<file path="config.mk">
export PLATFORM = sky130hd
export DESIGN_NAME = muldiv_ctrl_flat
export DESIGN_NICKNAME = d
export VERILOG_FILES = /design/src/rtl/muldiv_ctrl_if.sv /design/src/rtl/muldiv_ctrl.sv /design/src/flat_wrapper.sv
export SDC_FILE = /design/constraint.sdc
export NUM_CORES = 2
export LEC_CHECK = 0
export BUFFER_PORTS_ARGS = -buffer_cell sky130_fd_sc_hd__buf_2
export CAP_MARGIN = 20
export CORE_ASPECT_RATIO = 1.2
export CORE_UTILIZATION = 50
export CTS_CLUSTER_DIAMETER = 60
export DETAILED_ROUTE_END_ITERATION = 12
export PLACE_DENSITY = 0.76
export SLEW_MARGIN = 20
export SYNTH_ARGS = -nofsm -noshare
export SYNTH_HDL_FRONTEND = slang
export SYNTH_SLANG_ARGS = --single-unit
</file>
<file path="constraint.sdc">
create_clock -name clk -period 18.25 [get_ports clk]
set_input_delay 2.7375 -clock clk [delete_from_list [all_inputs] [get_ports clk]]
set_output_delay 2.7375 -clock clk [all_outputs]
set_load 0.01 [all_outputs]
</file>
<file path="src/rtl/muldiv_ctrl_if.sv">
`default_nettype none
// ============================================================================
// Module   : muldiv_ctrl_if
// Brief    : Request/read bundle between the pipeline and the HI/LO unit.
// Revision : 1.0 - initial release
// ============================================================================
interface muldiv_ctrl_if;
    logic        start;
    logic [1:0]  op;
    logic [31:0] a;
    logic [31:0] b;
    logic        rd_req;
    logic        rd_sel;
    logic [31:0] rd_data;
    logic        busy;
    logic        stall;
    logic        done;
    logic        dz;

    modport master (
        output start, op, a, b, rd_req, rd_sel,
        input  rd_data, busy, stall, done, dz
    );

    modport slave (
        input  start, op, a, b, rd_req, rd_sel,
        output rd_data, busy, stall, done, dz
    );
endinterface
`default_nettype wire

</file>
<file path="src/rtl/muldiv_ctrl.sv">
`default_nettype none
// ============================================================================
// Module   : muldiv_ctrl
// Brief    : HI/LO multiply/divide unit: fixed-latency MULT, 33-cycle restoring
//            DIV, MTHI/MTLO writes, MFHI/MFLO read with stall.
//            Optional abort port enabled by macro MULDIV_ABORT_EN.
// Revision : 1.0 - initial release
// ============================================================================
module muldiv_ctrl #(
    parameter int unsigned MUL_LAT = 4
) (
    input  wire          clk,
    input  wire          rst_n,
`ifdef MULDIV_ABORT_EN
    input  wire          abort,
`endif
    muldiv_ctrl_if.slave bus
);

    localparam logic [1:0] OP_MULT = 2'b00;
    localparam logic [1:0] OP_DIV  = 2'b01;
    localparam logic [1:0] OP_MTHI = 2'b10;
    localparam logic [1:0] OP_MTLO = 2'b11;

    localparam int         CNT_W        = 5;
    localparam logic [4:0] MUL_CNT_INIT = CNT_W'(MUL_LAT - 1);
    localparam logic [4:0] DIV_CNT_INIT = 5'd31;

    typedef enum logic [1:0] {
        IDLE     = 2'd0,
        MUL_WAIT = 2'd1,
        DIV_ITER = 2'd2,
        DIV_FIX  = 2'd3
    } state_t;

    state_t             state_q, state_d;
    logic [CNT_W-1:0]   cnt_q,   cnt_d;
    logic [31:0]        hi_q,    hi_d;
    logic [31:0]        lo_q,    lo_d;
    logic               done_q,  done_d;
    logic               dz_q,    dz_d;
    // opa holds the multiplicand, or the dividend magnitude that shifts into the quotient
    logic [31:0]        opa_q,   opa_d;
    logic [31:0]        opb_q,   opb_d;
    logic [31:0]        rem_q,   rem_d;
    logic               qneg_q,  qneg_d;
    logic               rneg_q,  rneg_d;
    logic               divz_q,  divz_d;

    logic signed [63:0] w_prod;
    logic [32:0]        w_rem_sh;
    logic [32:0]        w_trial;
    logic [31:0]        w_a_mag;
    logic [31:0]        w_b_mag;
    logic               w_busy;

    assign w_busy   = (state_q != IDLE);
    assign w_prod   = 64'($signed(opa_q)) * 64'($signed(opb_q));
    assign w_rem_sh = {rem_q, opa_q[31]};
    assign w_trial  = w_rem_sh - {1'b0, opb_q};
    // two's-complement negate also maps 0x80000000 to its correct unsigned magnitude
    assign w_a_mag  = bus.a[31] ? (~bus.a + 32'd1) : bus.a;
    assign w_b_mag  = bus.b[31] ? (~bus.b + 32'd1) : bus.b;

    assign bus.busy    = w_busy;
    assign bus.stall   = bus.rd_req & w_busy;
    assign bus.done    = done_q;
    assign bus.dz      = dz_q;
    assign bus.rd_data = bus.rd_sel ? hi_q : lo_q;

    always_comb begin
        state_d = state_q;
        cnt_d   = cnt_q;
        hi_d    = hi_q;
        lo_d    = lo_q;
        done_d  = 1'b0;
        dz_d    = dz_q;
        opa_d   = opa_q;
        opb_d   = opb_q;
        rem_d   = rem_q;
        qneg_d  = qneg_q;
        rneg_d  = rneg_q;
        divz_d  = divz_q;

        case (state_q)
            IDLE: begin
                if (bus.start) begin
                    case (bus.op)
                        OP_MULT: begin
                            opa_d   = bus.a;
                            opb_d   = bus.b;
                            cnt_d   = MUL_CNT_INIT;
                            dz_d    = 1'b0;
                            state_d = MUL_WAIT;
                        end
                        OP_DIV: begin
                            opa_d   = w_a_mag;
                            opb_d   = w_b_mag;
                            rem_d   = 32'd0;
                            qneg_d  = bus.a[31] ^ bus.b[31];
                            rneg_d  = bus.a[31];
                            divz_d  = (bus.b == 32'd0);
                            cnt_d   = DIV_CNT_INIT;
                            dz_d    = 1'b0;
                            // a zero divisor skips iteration and resolves in DIV_FIX
                            state_d = (bus.b == 32'd0) ? DIV_FIX : DIV_ITER;
                        end
                        OP_MTHI: hi_d = bus.a;
                        OP_MTLO: lo_d = bus.a;
                        default: ;
                    endcase
                end
            end

            MUL_WAIT: begin
                if (cnt_q == '0) begin
                    hi_d    = w_prod[63:32];
                    lo_d    = w_prod[31:0];
                    done_d  = 1'b1;
                    state_d = IDLE;
                end else begin
                    cnt_d = cnt_q - 1'b1;
                end
            end

            DIV_ITER: begin
                if (!w_trial[32]) begin
                    rem_d = w_trial[31:0];
                    opa_d = {opa_q[30:0], 1'b1};
                end else begin
                    rem_d = w_rem_sh[31:0];
                    opa_d = {opa_q[30:0], 1'b0};
                end
                if (cnt_q == '0) begin
                    state_d = DIV_FIX;
                end else begin
                    cnt_d = cnt_q - 1'b1;
                end
            end

            DIV_FIX: begin
                if (divz_q) begin
                    hi_d = 32'd0;
                    lo_d = 32'd0;
                    dz_d = 1'b1;
                end else begin
                    lo_d = qneg_q ? (~opa_q + 32'd1) : opa_q;
                    hi_d = rneg_q ? (~rem_q + 32'd1) : rem_q;
                end
                done_d  = 1'b1;
                cnt_d   = '0;
                state_d = IDLE;
            end

            default: state_d = IDLE;
        endcase

`ifdef MULDIV_ABORT_EN
        if (abort && w_busy) begin
            state_d = IDLE;
            cnt_d   = '0;
            hi_d    = hi_q;
            lo_d    = lo_q;
            dz_d    = dz_q;
            done_d  = 1'b0;
        end
`endif
    end

    always_ff @(posedge clk or negedge rst_n) begin
        if (!rst_n) begin
            state_q <= IDLE;
            cnt_q   <= '0;
            hi_q    <= 32'd0;
            lo_q    <= 32'd0;
            done_q  <= 1'b0;
            dz_q    <= 1'b0;
            opa_q   <= 32'd0;
            opb_q   <= 32'd0;
            rem_q   <= 32'd0;
            qneg_q  <= 1'b0;
            rneg_q  <= 1'b0;
            divz_q  <= 1'b0;
        end else begin
            state_q <= state_d;
            cnt_q   <= cnt_d;
            hi_q    <= hi_d;
            lo_q    <= lo_d;
            done_q  <= done_d;
            dz_q    <= dz_d;
            opa_q   <= opa_d;
            opb_q   <= opb_d;
            rem_q   <= rem_d;
            qneg_q  <= qneg_d;
            rneg_q  <= rneg_d;
            divz_q  <= divz_d;
        end
    end

endmodule
`default_nettype wire

</file>
<file path="src/flat_wrapper.sv">
// flat-port wrapper written by rule: the top's interface ports become plain ports
module muldiv_ctrl_flat 
#(
    parameter int unsigned MUL_LAT = 4
)
  (clk, rst_n, bus_start, bus_op, bus_a, bus_b, bus_rd_req, bus_rd_sel, bus_rd_data, bus_busy, bus_stall, bus_done, bus_dz);
  muldiv_ctrl_if bus_i ();
  input  wire clk;
  input  wire rst_n;
  input wire logic [$bits(bus_i.start)-1:0] bus_start;
  input wire logic [$bits(bus_i.op)-1:0] bus_op;
  input wire logic [$bits(bus_i.a)-1:0] bus_a;
  input wire logic [$bits(bus_i.b)-1:0] bus_b;
  input wire logic [$bits(bus_i.rd_req)-1:0] bus_rd_req;
  input wire logic [$bits(bus_i.rd_sel)-1:0] bus_rd_sel;
  output wire logic [$bits(bus_i.rd_data)-1:0] bus_rd_data;
  output wire logic [$bits(bus_i.busy)-1:0] bus_busy;
  output wire logic [$bits(bus_i.stall)-1:0] bus_stall;
  output wire logic [$bits(bus_i.done)-1:0] bus_done;
  output wire logic [$bits(bus_i.dz)-1:0] bus_dz;
  assign bus_i.start = bus_start;
  assign bus_i.op = bus_op;
  assign bus_i.a = bus_a;
  assign bus_i.b = bus_b;
  assign bus_i.rd_req = bus_rd_req;
  assign bus_i.rd_sel = bus_rd_sel;
  assign bus_rd_data = bus_i.rd_data;
  assign bus_busy = bus_i.busy;
  assign bus_stall = bus_i.stall;
  assign bus_done = bus_i.done;
  assign bus_dz = bus_i.dz;
  muldiv_ctrl #(.MUL_LAT(MUL_LAT)) u_core (.clk(clk), .rst_n(rst_n), .bus(bus_i));
endmodule
</file>
==> flow_summary.yaml <==
global_route:
  met2_usage: 0.505
  grt_first_pass_wirelength_um: 226000
  grt.total_usage: 0.301
  grt.overflow.total: 0
  met1_usage: 0.380
  antenna_found_initial: 12
  grt.busiest_layer: "met2"
  gr-usage-met3: 0.0497
  largest_net_degree_at_the_start_of_global_routing: 115
  grt_pass1_vias: 40500
worst_setup_path:
  critical_path_required_ps: 18630
  crit_path_frequent_cell: "sky130_fd_sc_hd__fa_1"
  cp_data_arrival_time_ps: 10340
  crit_slowest_cell: "sky130_fd_sc_hd__fa_1"
  r2r_setup_slack_ps: 8290
  crit_path_cell_trace: "clkinv_1 -> nor2_1 -> fa_1 -> fa_1 -> fa_1 -> fa_1 -> inv_1 -> fa_1 -> inv_1 -> fa_1 -> inv_1 -> fa_1 -> inv_1 -> fa_1 -> ha_1 -> a21oi_1 -> nor2b_1 -> o21ai_0 -> nand2b_1 -> or3_1 -> o21ai_0 -> o41ai_1 -> o32a_1"
  critical_path.max_fanout: 20
  slowest_delay_ps: 980
  setup.worst_path.end_class: "flip-flop"
  reg2regPathDepth: 23
  ff_to_ff_start: "u_core.opa_q[31]$_DFFE_PN0P_"
  path_class: "reg -> reg"
  r2r-end: "u_core.hi_q[28]$_DFFE_PN0P_"
  setup.worst_path.start: "u_core.opa_q[31]$_DFFE_PN0P_"
  critPathLaunchType: "flip-flop"
synthesis:
  ys_warns: 0
  synth_top_cell_by_area: "sky130_fd_sc_hd__fa_1"
  syn_nets: 6712
  ys_seq_area_frac: 0.0892
  synth_top_cells_by_area: "sky130_fd_sc_hd__fa_1 45%, sky130_fd_sc_hd__dfrtp_1 8.9%, sky130_fd_sc_hd__inv_1 7.8%"
  synth.cell_area_um2: 48300
  synth-edff-count: 0
  ys_async_sr_fraction: 1.00
  yosys.cell_count.top_type: "sky130_fd_sc_hd__fa_1"
  library_cells_used_by_synthesis: 83
  synth_flop_cell: "sky130_fd_sc_hd__dfrtp_1"
  avgSynthCellArea_um2: 9.06
  yosysTopAreaCellShare: 0.449
  synth_commonest_cells: "1083 x sky130_fd_sc_hd__fa_1, 1001 x sky130_fd_sc_hd__inv_1, 685 x sky130_fd_sc_hd__nand2_1"
  postSynthCellCount: 5331
  synth_seq_cells: 172
timing:
  rsz0062_at_grt: "no"
  final-setup-viol-count: 0
  worstMarginPinSlew_ps: 1030
  timing_hold_violations_final: 0
  worst_slew_margin_rel: 0.311
  max_clock_freq_ghz: 0.100
  finalCritPeriodShare: 0.546
  setup_total_negative_slack_ps: 0
  worst_clock_skew_ps: 26.7
  post_layout_min_period_ps: 9960
  final-max-slew-violation-count: 0
route:
  drt-initial-drc-count: 3754
  drt_first_pass_iters: 9
  antenna_violating_nets_post_route: 0
  total_via_count_after_detailed_routing: 37800
  drc_errors: 0
  vias_per_cell: 5.82
  wl_um: 142000
  detail_route.wl_per_cell_um: 21.9
clock_tree:
  root_buffer: "sky130_fd_sc_hd__clkbuf_16"
  post_cts_buffers: 0
  clock_latency_late_sink_ps: 490
  cts-root-to-sink-buffers: 2
  h-tree-depth: 4
  cts_tree: "yes"
  clkSinkCount: 172
  postCtsHoldBufs: 0
  cts_buffers: 17
  cts_resized: 0
  clk_pin_slew_worst_paths_ps: 90
hold_path:
  hold_path_start: "u_core.hi_q[17]$_DFFE_PN0P_"
  timing.hold.worst_path_depth: 2
  holdPathEnd: "u_core.hi_q[17]$_DFFE_PN0P_"
  hold_path.class: "reg -> reg"
finish:
  fin_nets: 6594
  layout-drive-gt1-share: 0.0568
  syn2layout_area_growth_pct: 4.46
die:
  initial_core_util: 0.506
  design.core.area_um2: 95400
  die_y_um: 342
  pin_count: 107
  die_w_um: 286
  die_area_um2: 97800
  std_cell_rows: 124
status:
  run_status: "completed"
run:
  drv.max_cap_violation_count: 0
place:
  dpl.hpwl_um: 113000
  portBuffers: 106
  gp_routability_congestion: 0.996
critical path: cells and delay by family, from the launching register on:
family	cells	cell delay (ps)
adder cells (fa/ha/maj)	9	5180
AO/OA/AOI/OAI	5	1460
buffers and inverters	5	1330
AND/OR/NAND/NOR	4	1030
flip-flops	1	820
routing by layer:
metal	vias up	wire length (um)	share of wire
met1	19400	52800	0.37
met2	1839	69600	0.49
met3	474	12000	0.085
met5	-	80	0.00056
li1	16000	-	-
met4	14	7590	0.053
kinds of logic (layout without fill, tap and decap cells):
group / Yosys count / after routing / synth area share
buffers and inverters: 1324 / 1219 / 0.104
other: 0 / 4 / 0
and+or+nand+nor: 1592 / 1592 / 0.159
AOI/OAI and AO/OA: 667 / 667 / 0.0894
xor gates and xnor gates: 210 / 210 / 0.0385
muxes: 56 / 56 / 0.0125
DFF: 172 / 172 / 0.0892
adders and majority gates: 1310 / 1310 / 0.508
how the worst max path moves through the flow:
stage | to | slack [ps] | cells after the start
floorplan | u_core.hi_q[28]$_DFFE_PN0P_ | 9900 | 26
global placement | u_core.hi_q[28]$_DFFE_PN0P_ | 8620 | 23
detailed placement | u_core.hi_q[28]$_DFFE_PN0P_ | 8420 | 23
CTS | u_core.hi_q[28]$_DFFE_PN0P_ | 8390 | 23
global route | u_core.hi_q[28]$_DFFE_PN0P_ | 7800 | 23
finish | u_core.hi_q[28]$_DFFE_PN0P_ | 8290 | 23
layout by cell type (no fill, tap or decap), types with 12 or more instances in the layout:
cell	count
sky130_fd_sc_hd__fa_1	1083
sky130_fd_sc_hd__inv_1	1001
sky130_fd_sc_hd__nand2_1	684
sky130_fd_sc_hd__and2_1	469
sky130_fd_sc_hd__nor2_1	236
sky130_fd_sc_hd__ha_1	225
sky130_fd_sc_hd__o21ai_0	196
sky130_fd_sc_hd__a21oi_1	179
sky130_fd_sc_hd__dfrtp_1	161
sky130_fd_sc_hd__xnor2_1	147
sky130_fd_sc_hd__buf_2	105
sky130_fd_sc_hd__buf_4	77
sky130_fd_sc_hd__xor2_1	62
sky130_fd_sc_hd__a21o_1	53
sky130_fd_sc_hd__a222oi_1	39
sky130_fd_sc_hd__nand2b_1	36
sky130_fd_sc_hd__mux2_2	35
sky130_fd_sc_hd__nor3_1	30
sky130_fd_sc_hd__nand3_1	23
sky130_fd_sc_hd__o31ai_1	22
sky130_fd_sc_hd__or3_1	21
sky130_fd_sc_hd__mux2i_1	21
sky130_fd_sc_hd__a221oi_1	20
sky130_fd_sc_hd__a31oi_1	18
sky130_fd_sc_hd__clkbuf_16	17
sky130_fd_sc_hd__o21bai_1	16
sky130_fd_sc_hd__nor4_1	15
sky130_fd_sc_hd__o21a_1	15
sky130_fd_sc_hd__o311ai_0	14
sky130_fd_sc_hd__and3_1	13
sky130_fd_sc_hd__nand4_1	12
stage by stage:
stage                     hold slack (ps)  utilization  instance area (um2)  setup WS (ps)  cells
after floorplan                       444            -                48300           9900   5331
after CTS                             489        0.528                50400           8390   6486
final                                 489        0.529                50400           8290   6490
after global placement                459        0.522                49800           8620   6454
after global routing                  503        0.528                50400           7800   6486
after detailed placement              470        0.522                49800           8420   6454
state kept, by name (all words and copies together) (netlist names), 2 cells and up:
signal,flops
u_core.hi_q,32
u_core.lo_q,32
u_core.opa_q,32
u_core.opb_q,32
u_core.rem_q,32
u_core.cnt_q,5
u_core.state_q,2
cell type report:
type	count	area, um2
tap	1260	1580
timing repair buffer	183	1120
inverter	1004	3770
clock inverter	15	200
clock buffer	17	425
multi-input combinational	3835	39000
antenna	4	10.0
fill	8593	45000
sequential	172	4320
Power is not shown: default switching activity piles up to over one toggle a cycle in this logic, so the estimate is an artifact.
